**src/rtl/sdma_pkg.sv**
```systemverilog
// Shared types for the SDMA burst controller: FSM state encoding, stats width
// and the level-width helper.
package sdma_pkg;

   typedef enum logic [1:0] {
      ST_IDLE = 2'd0,
      ST_REQ  = 2'd1,
      ST_XFER = 2'd2,
      ST_IRQ  = 2'd3
   } sdma_state_e;

   localparam int STAT_W = 16;

   // One extra bit so a full FIFO (level == depth) is representable.
   function automatic int lvl_w(input int depth);
      return $clog2(depth) + 1;
   endfunction

endpackage

```
**src/rtl/sdma_sync_fifo.sv**
```systemverilog
// Synchronous FIFO with wrap-bit counters, registered read data and an
// overflow event strobe for pushes dropped while full.
module sdma_sync_fifo
   import sdma_pkg::*;
#(
   parameter int DW    = 32,
   parameter int DEPTH = 64,
   parameter int LVL_W = lvl_w(DEPTH)
) (
   input  logic             clk,
   input  logic             rst,
   input  logic             push_i,
   input  logic             pop_i,
   input  logic [DW-1:0]    wdata_i,
   output logic [DW-1:0]    rdata_o,
   output logic [LVL_W-1:0] level_o,
   output logic             full_o,
   output logic             empty_o,
   output logic             ovf_evt_o
);

   localparam int AW = $clog2(DEPTH);

   logic [LVL_W-1:0] wr_cnt_q, rd_cnt_q;
   logic [DW-1:0]    rdata_q;
   logic [DW-1:0]    mem_q [DEPTH];
   logic             do_push, do_pop;

   assign level_o = wr_cnt_q - rd_cnt_q;
   assign full_o  = (level_o == LVL_W'(DEPTH));
   assign empty_o = (level_o == '0);

   // A pop frees a slot in the same cycle, so a push at full still lands.
   assign do_pop    = pop_i & ~empty_o;
   assign do_push   = push_i & (~full_o | do_pop);
   assign ovf_evt_o = push_i & full_o & ~do_pop;
   assign rdata_o   = rdata_q;

   always_ff @(posedge clk or negedge rst) begin
      if (!rst) begin
         wr_cnt_q <= '0;
         rd_cnt_q <= '0;
         rdata_q  <= '0;
      end else begin
         if (do_push) wr_cnt_q <= wr_cnt_q + 1'b1;
         if (do_pop) begin
            rd_cnt_q <= rd_cnt_q + 1'b1;
            rdata_q  <= mem_q[rd_cnt_q[AW-1:0]];
         end
      end
   end

   always_ff @(posedge clk) begin
      if (do_push) mem_q[wr_cnt_q[AW-1:0]] <= wdata_i;
   end

endmodule

```
**src/rtl/sdma_burst_ctrl.sv**
```systemverilog
// Buffers fabric samples and requests an SDMA burst once BURST_LEN words are
// queued; optional burst/drop counters are enabled with SDMA_BURST_STATS_EN.
module sdma_burst_ctrl
   import sdma_pkg::*;
#(
   parameter  int DATA_WIDTH = 32,
   parameter  int FIFO_DEPTH = 64,
   parameter  int BURST_LEN  = 16,
   localparam int LVL_W      = lvl_w(FIFO_DEPTH)
) (
   input  logic                  clk,
   input  logic                  rst,
   input  logic                  enable,
   input  logic [DATA_WIDTH-1:0] data,
   input  logic                  valid,
   input  logic                  rd_en,
   output logic [DATA_WIDTH-1:0] rd_data,
   output logic                  sdma_req,
   input  logic                  sdma_active,
   input  logic                  sdma_done,
   output logic                  sdma_irq,
   output logic [LVL_W-1:0]      level,
   output logic                  overflow,
   input  logic                  clr_ovf
`ifdef SDMA_BURST_STATS_EN
   ,
   output logic [STAT_W-1:0]     burst_cnt,
   output logic [STAT_W-1:0]     drop_cnt
`endif
);

   sdma_state_e state_q;
   logic        sdma_req_q, sdma_irq_q;
   logic        overflow_q, overflow_d;
   logic        ovf_evt, fifo_full, fifo_empty;

   sdma_sync_fifo #(
      .DW    (DATA_WIDTH),
      .DEPTH (FIFO_DEPTH),
      .LVL_W (LVL_W)
   ) u_fifo (
      .clk       (clk),
      .rst       (rst),
      .push_i    (valid),
      .pop_i     (rd_en),
      .wdata_i   (data),
      .rdata_o   (rd_data),
      .level_o   (level),
      .full_o    (fifo_full),
      .empty_o   (fifo_empty),
      .ovf_evt_o (ovf_evt)
   );

   // A drop in the same cycle as a clear keeps the flag set.
   assign overflow_d = ovf_evt | (overflow_q & ~clr_ovf);

   always_ff @(posedge clk or negedge rst) begin
      if (!rst) overflow_q <= 1'b0;
      else      overflow_q <= overflow_d;
   end

   always_ff @(posedge clk or negedge rst) begin
      if (!rst) begin
         state_q    <= ST_IDLE;
         sdma_req_q <= 1'b0;
         sdma_irq_q <= 1'b0;
      end else begin
         case (state_q)
            ST_IDLE: begin
               sdma_irq_q <= 1'b0;
               if (enable && (level >= LVL_W'(BURST_LEN))) begin
                  state_q    <= ST_REQ;
                  sdma_req_q <= 1'b1;
               end
            end
            ST_REQ: begin
               // done alongside active is not a completion; only advance.
               if (sdma_active) begin
                  state_q    <= ST_XFER;
                  sdma_req_q <= 1'b0;
               end
            end
            ST_XFER: begin
               if (sdma_done) begin
                  state_q    <= ST_IRQ;
                  sdma_irq_q <= 1'b1;
               end
            end
            ST_IRQ: begin
               state_q    <= ST_IDLE;
               sdma_irq_q <= 1'b0;
            end
            default: begin
               state_q    <= ST_IDLE;
               sdma_req_q <= 1'b0;
               sdma_irq_q <= 1'b0;
            end
         endcase
      end
   end

   assign sdma_req = sdma_req_q;
   assign sdma_irq = sdma_irq_q;
   assign overflow = overflow_q;

`ifdef SDMA_BURST_STATS_EN
   logic [STAT_W-1:0] burst_cnt_q, drop_cnt_q;

   always_ff @(posedge clk or negedge rst) begin
      if (!rst) begin
         burst_cnt_q <= '0;
         drop_cnt_q  <= '0;
      end else begin
         if (state_q == ST_XFER && sdma_done && burst_cnt_q != '1)
            burst_cnt_q <= burst_cnt_q + 1'b1;
         if (ovf_evt && drop_cnt_q != '1)
            drop_cnt_q <= drop_cnt_q + 1'b1;
      end
   end

   assign burst_cnt = burst_cnt_q;
   assign drop_cnt  = drop_cnt_q;
`endif

endmodule
```
**config.mk**
```make
export PLATFORM = sky130hd
export DESIGN_NAME = sdma_burst_ctrl
export DESIGN_NICKNAME = d
export VERILOG_FILES = /design/src/rtl/sdma_pkg.sv /design/src/rtl/sdma_sync_fifo.sv /design/src/rtl/sdma_burst_ctrl.sv
export SDC_FILE = /design/constraint.sdc
export NUM_CORES = 2
export LEC_CHECK = 0
export CORE_ASPECT_RATIO = 0.5
export CORE_MARGIN = 10
export CORE_UTILIZATION = 30
export DETAILED_ROUTE_END_ITERATION = 16
export PLACE_DENSITY = 0.43
export SLEW_MARGIN = 20
export SYNTH_ARGS = -nofsm -noshare
export SYNTH_HDL_FRONTEND = slang
export SYNTH_SLANG_ARGS = --single-unit
```
**constraint.sdc**
```tcl
create_clock -name clk -period 9.75 [get_ports clk]
set_clock_uncertainty 0.05 [all_clocks]
set_input_delay 1.95 -clock clk [delete_from_list [all_inputs] [get_ports clk]]
set_output_delay 1.95 -clock clk [all_outputs]
set_load 0.02 [all_outputs]
```
==> impl_metrics.yaml <==
yosys:
  synth_seq_area_share: 0.7766
  synth_common_cells: "edfxtp_1 (2,048), mux4_2 (491), mux2i_1 (175)"
  syn_nets: 3671
  syn_area_um2: 80840
  synth.most_common_cell: "edfxtp_1"
  synthCells: 3619
  synth_edf_count: 2048
  async_flop_share: 0.02430
  yosysWarnings: 0
  synth_ff_type: "edfxtp_1"
  synth_cell_types: 63
  avgSynthCellArea_um2: 22.34
  synth_top_area_share: 0.7608
  synth_top_area_cell: "edfxtp_1"
  synthTopCellsByArea: "edfxtp_1 (76%), mux4_2 (14%), mux2i_1 (2.2%)"
  synth_seq_cells: 2099
run_status:
  status: "finished, final reports clean"
clock_network:
  cts.htree.levels: 4
  cts-root-buf: "clkbuf_16"
  clock_sinks: 2099
  cts_tree: "yes"
  clock_latency_ns: 0.85
  clkTransAtPathRegs_ns: 0.07
  cts_resized: 0
  cts_buffer_depth: 4
  post_cts_buffers: 0
  cts_hold_buf: 0
  cts_buffers: 212
die:
  die_height_um: 387.1
  die_x_um: 754.1
  coreArea_um2: 267400
  start_util: 0.3023
  rows: 134
  io-pin-count: 82
  die-area_um2: 291900
placement:
  place_ws_ns: 3.909
  place_hpwl_mm: 133.0
  dpl_cell_area_um2: 86640
  port_buffers: 81
  place.gp.congestion: 0.7713
  dp.cells: 7256
final_layout:
  drive_gt1_frac: 0.2716
  fin_util: 0.3479
  post-route-cell-area_um2: 93050
  fill_cells: 24770
  final_cells: 7642
  ff_latch_area_um2: 62790
  multiInputGateArea_um2: 17310
  fin_nets: 3921
  syn2layout_area_growth_pct: 15.11
pwr:
  p_sw_frac: 0.3347
  finalPower_mw: 26.83
  p_leak_nw: 28.82
  p_switching_mw: 8.980
  p_seq_frac: 0.400
  vdd_drop_max_mv: 0.1824
  clkPwrFrac: 0.285
  p_int_mw: 17.85
  powerDensity_nw_per_um2: 288.3
  p_comb_frac: 0.315
detailed_routing:
  ant_nets: 0
  finalWirelength_mm: 250.6
  first_iter_violations: 4466
  dr_total_vias: 39590
  wl_per_cell_um: 32.79
  drc_errors: 0
  first_pass_iters: 5
  viasPerCell: 5.181
timing:
  tightest_slew_ns: 1.278
  hold_viol_final: 0
  fin_tns_setup_ns: 0
  hold_ws_ns: 0.4518
  rsz0062_at_grt: "no"
  final_max_slew_viol_count: 0
  max_slew_margin: 0.1235
  finalSetupViolations: 0
  min_period_ns: 6.459
  timing.fmax_mhz: 154.8
  setup_ws_ns: 3.291
  finalCritPeriodShare: 0.6624
worst_setup_path:
  crit_required_ns: 7.75
  slowest_stage: "dfrtp_4"
  cp_cell_sequence: "inv_4 > ha_1 > and3_1 > o211a_1 > o21ai_0 > nand2_1 > inv_2 > clkdlybuf4s50_1"
  criticalPathCategory: "reg -> out"
  cpPeakStageDelay_ns: 0.94
  critPathMaxFanout: 42
  arrival_ns: 4.46
  crit_path_start_kind: "register"
  end_kind: "primary output"
grt:
  grt_max_degree: 102
  grt_first_pass_wirelength_mm: 341.1
  first_global_vias: 40620
  gr-usage-all-layers: 0.1665
  grt.overflow.total: 0
  antenna_found_initial: 31
hold_path:
  hold_path.class: "reg -> reg"
job:
  drv_cap: 0
## worst max-delay path: cells and delay by family, from the launching register on
family                   cells  cell delay, ns
AO/OA/AOI/OAI                2            0.52
adder cells (fa/ha/maj)      1            0.44
buffers and inverters        3            1.16
flip-flops                   1            0.94
AND/OR/NAND/NOR              2            0.51
## layout make-up
cell class	count	area share
Tap cell	3604	0.04846
Antenna cell	7	0.0001883
Clock buffer	271	0.06085
Clock inverter	105	0.007100
Sequential cell	2099	0.6749
Timing Repair Buffer	247	0.02139
Inverter	27	0.001143
Multi-Input combinational cell	1282	0.1860
## per-layer routing
| metal | wire, um | GRT usage |
|---|---|---|
| met1 | 110000 | 0.2356 |
| met2 | 115200 | 0.2604 |
| met3 | 19130 | 0.03699 |
| met4 | 6245 | 0.04157 |
| met5 | 27 | 0 |
## power by group through the flow
stage	Clock (mW)	Combinational (mW)	Sequential [mW]
detailed placement	0	8.52	10.9
floorplan	0	5.16	10.7
global placement	0	8.48	10.9
global route	8.20	8.96	10.8
finish	7.65	8.45	10.7
CTS	7.83	8.54	10.7
## cells by family (layout without fill, tap and decap cells)
family	count (synthesis)	count (layout)	share of synthesized area
xor gates and xnor gates	14	14	0.001517
muxes	694	694	0.1624
DFF	2099	2099	0.7766
buffers and inverters	238	650	0.01534
other	0	7	0
adders and majority gates	12	12	0.001950
and+or+nand+nor	251	251	0.01506
AOI/OAI and AO/OA	311	311	0.02720
## cell usage in the layout (no fill, tap or decap), types with 7 or more instances in the layout
| cell | Yosys | final |
|---|---|---|
| edfxtp_1 | 2048 | 2048 |
| buf_4 | 46 | 166 |
| a22o_1 | 10 | 10 |
| a2111oi_0 | 8 | 7 |
| xnor2_1 | 10 | 10 |
| nor2_1 | 31 | 29 |
| a22oi_1 | 63 | 63 |
| clkbuf_16 | 0 | 216 |
| dfrtp_1 | 51 | 44 |
| a31oi_1 | 13 | 13 |
| mux4_2 | 491 | 491 |
| a211oi_1 | 15 | 12 |
| a21oi_1 | 62 | 60 |
| bufinv_16 | 0 | 7 |
| nand2_1 | 90 | 89 |
| o221ai_1 | 30 | 30 |
| ha_1 | 11 | 11 |
| o22ai_1 | 30 | 30 |
| nand3_1 | 20 | 20 |
| mux2_2 | 28 | 28 |
| clkbuf_1 | 76 | 50 |
| clkinv_2 | 0 | 36 |
| diode_2 | 0 | 7 |
| nand3b_1 | 7 | 7 |
| o211ai_1 | 7 | 7 |
| buf_2 | 49 | 26 |
| clkdlybuf4s50_1 | 0 | 48 |
| nor3_2 | 1 | 32 |
| clkinv_1 | 0 | 57 |
| nor4_2 | 0 | 30 |
| inv_1 | 24 | 22 |
| a221oi_1 | 10 | 10 |
| mux2i_1 | 175 | 172 |
| o21ai_0 | 23 | 21 |
## registers in the layout, summed over array words and instances (netlist names)
register	cells
u_fifo.mem_q	2048
u_fifo.rd_cnt_q	7
sdma_req	1
overflow	1
u_fifo.wr_cnt_q	7
state_q	2
sdma_irq	1
u_fifo.rdata_o	32
## path summary, 6_finish.rpt
| kind | start | endpoint | slack (ns) | cells after the start |
|---|---|---|---|---|
| max | u_fifo.rd_cnt_q[2]$_DFFE_PN0P_ | level[6] | 3.29 | 8 |
| min | u_fifo.wr_cnt_q[6]$_DFFE_PN0P_ | u_fifo.wr_cnt_q[6]$_DFFE_PN0P_ | 0.45 | 1 |
| max reg2reg | u_fifo.rd_cnt_q[0]$_DFFE_PN0P_ | u_fifo.rdata_o[0]$_DFFE_PN0P_ | 3.86 | 8 |
| min reg2reg | u_fifo.wr_cnt_q[6]$_DFFE_PN0P_ | u_fifo.wr_cnt_q[6]$_DFFE_PN0P_ | 0.45 | 1 |
| max in group asynchronous | rst | u_fifo.rd_cnt_q[1]$_DFFE_PN0P_ | 7.33 | 2 |
| min in group asynchronous | rst | u_fifo.rd_cnt_q[0]$_DFFE_PN0P_ | 1.13 | 1 |
Power figures use the tool's default switching activity.
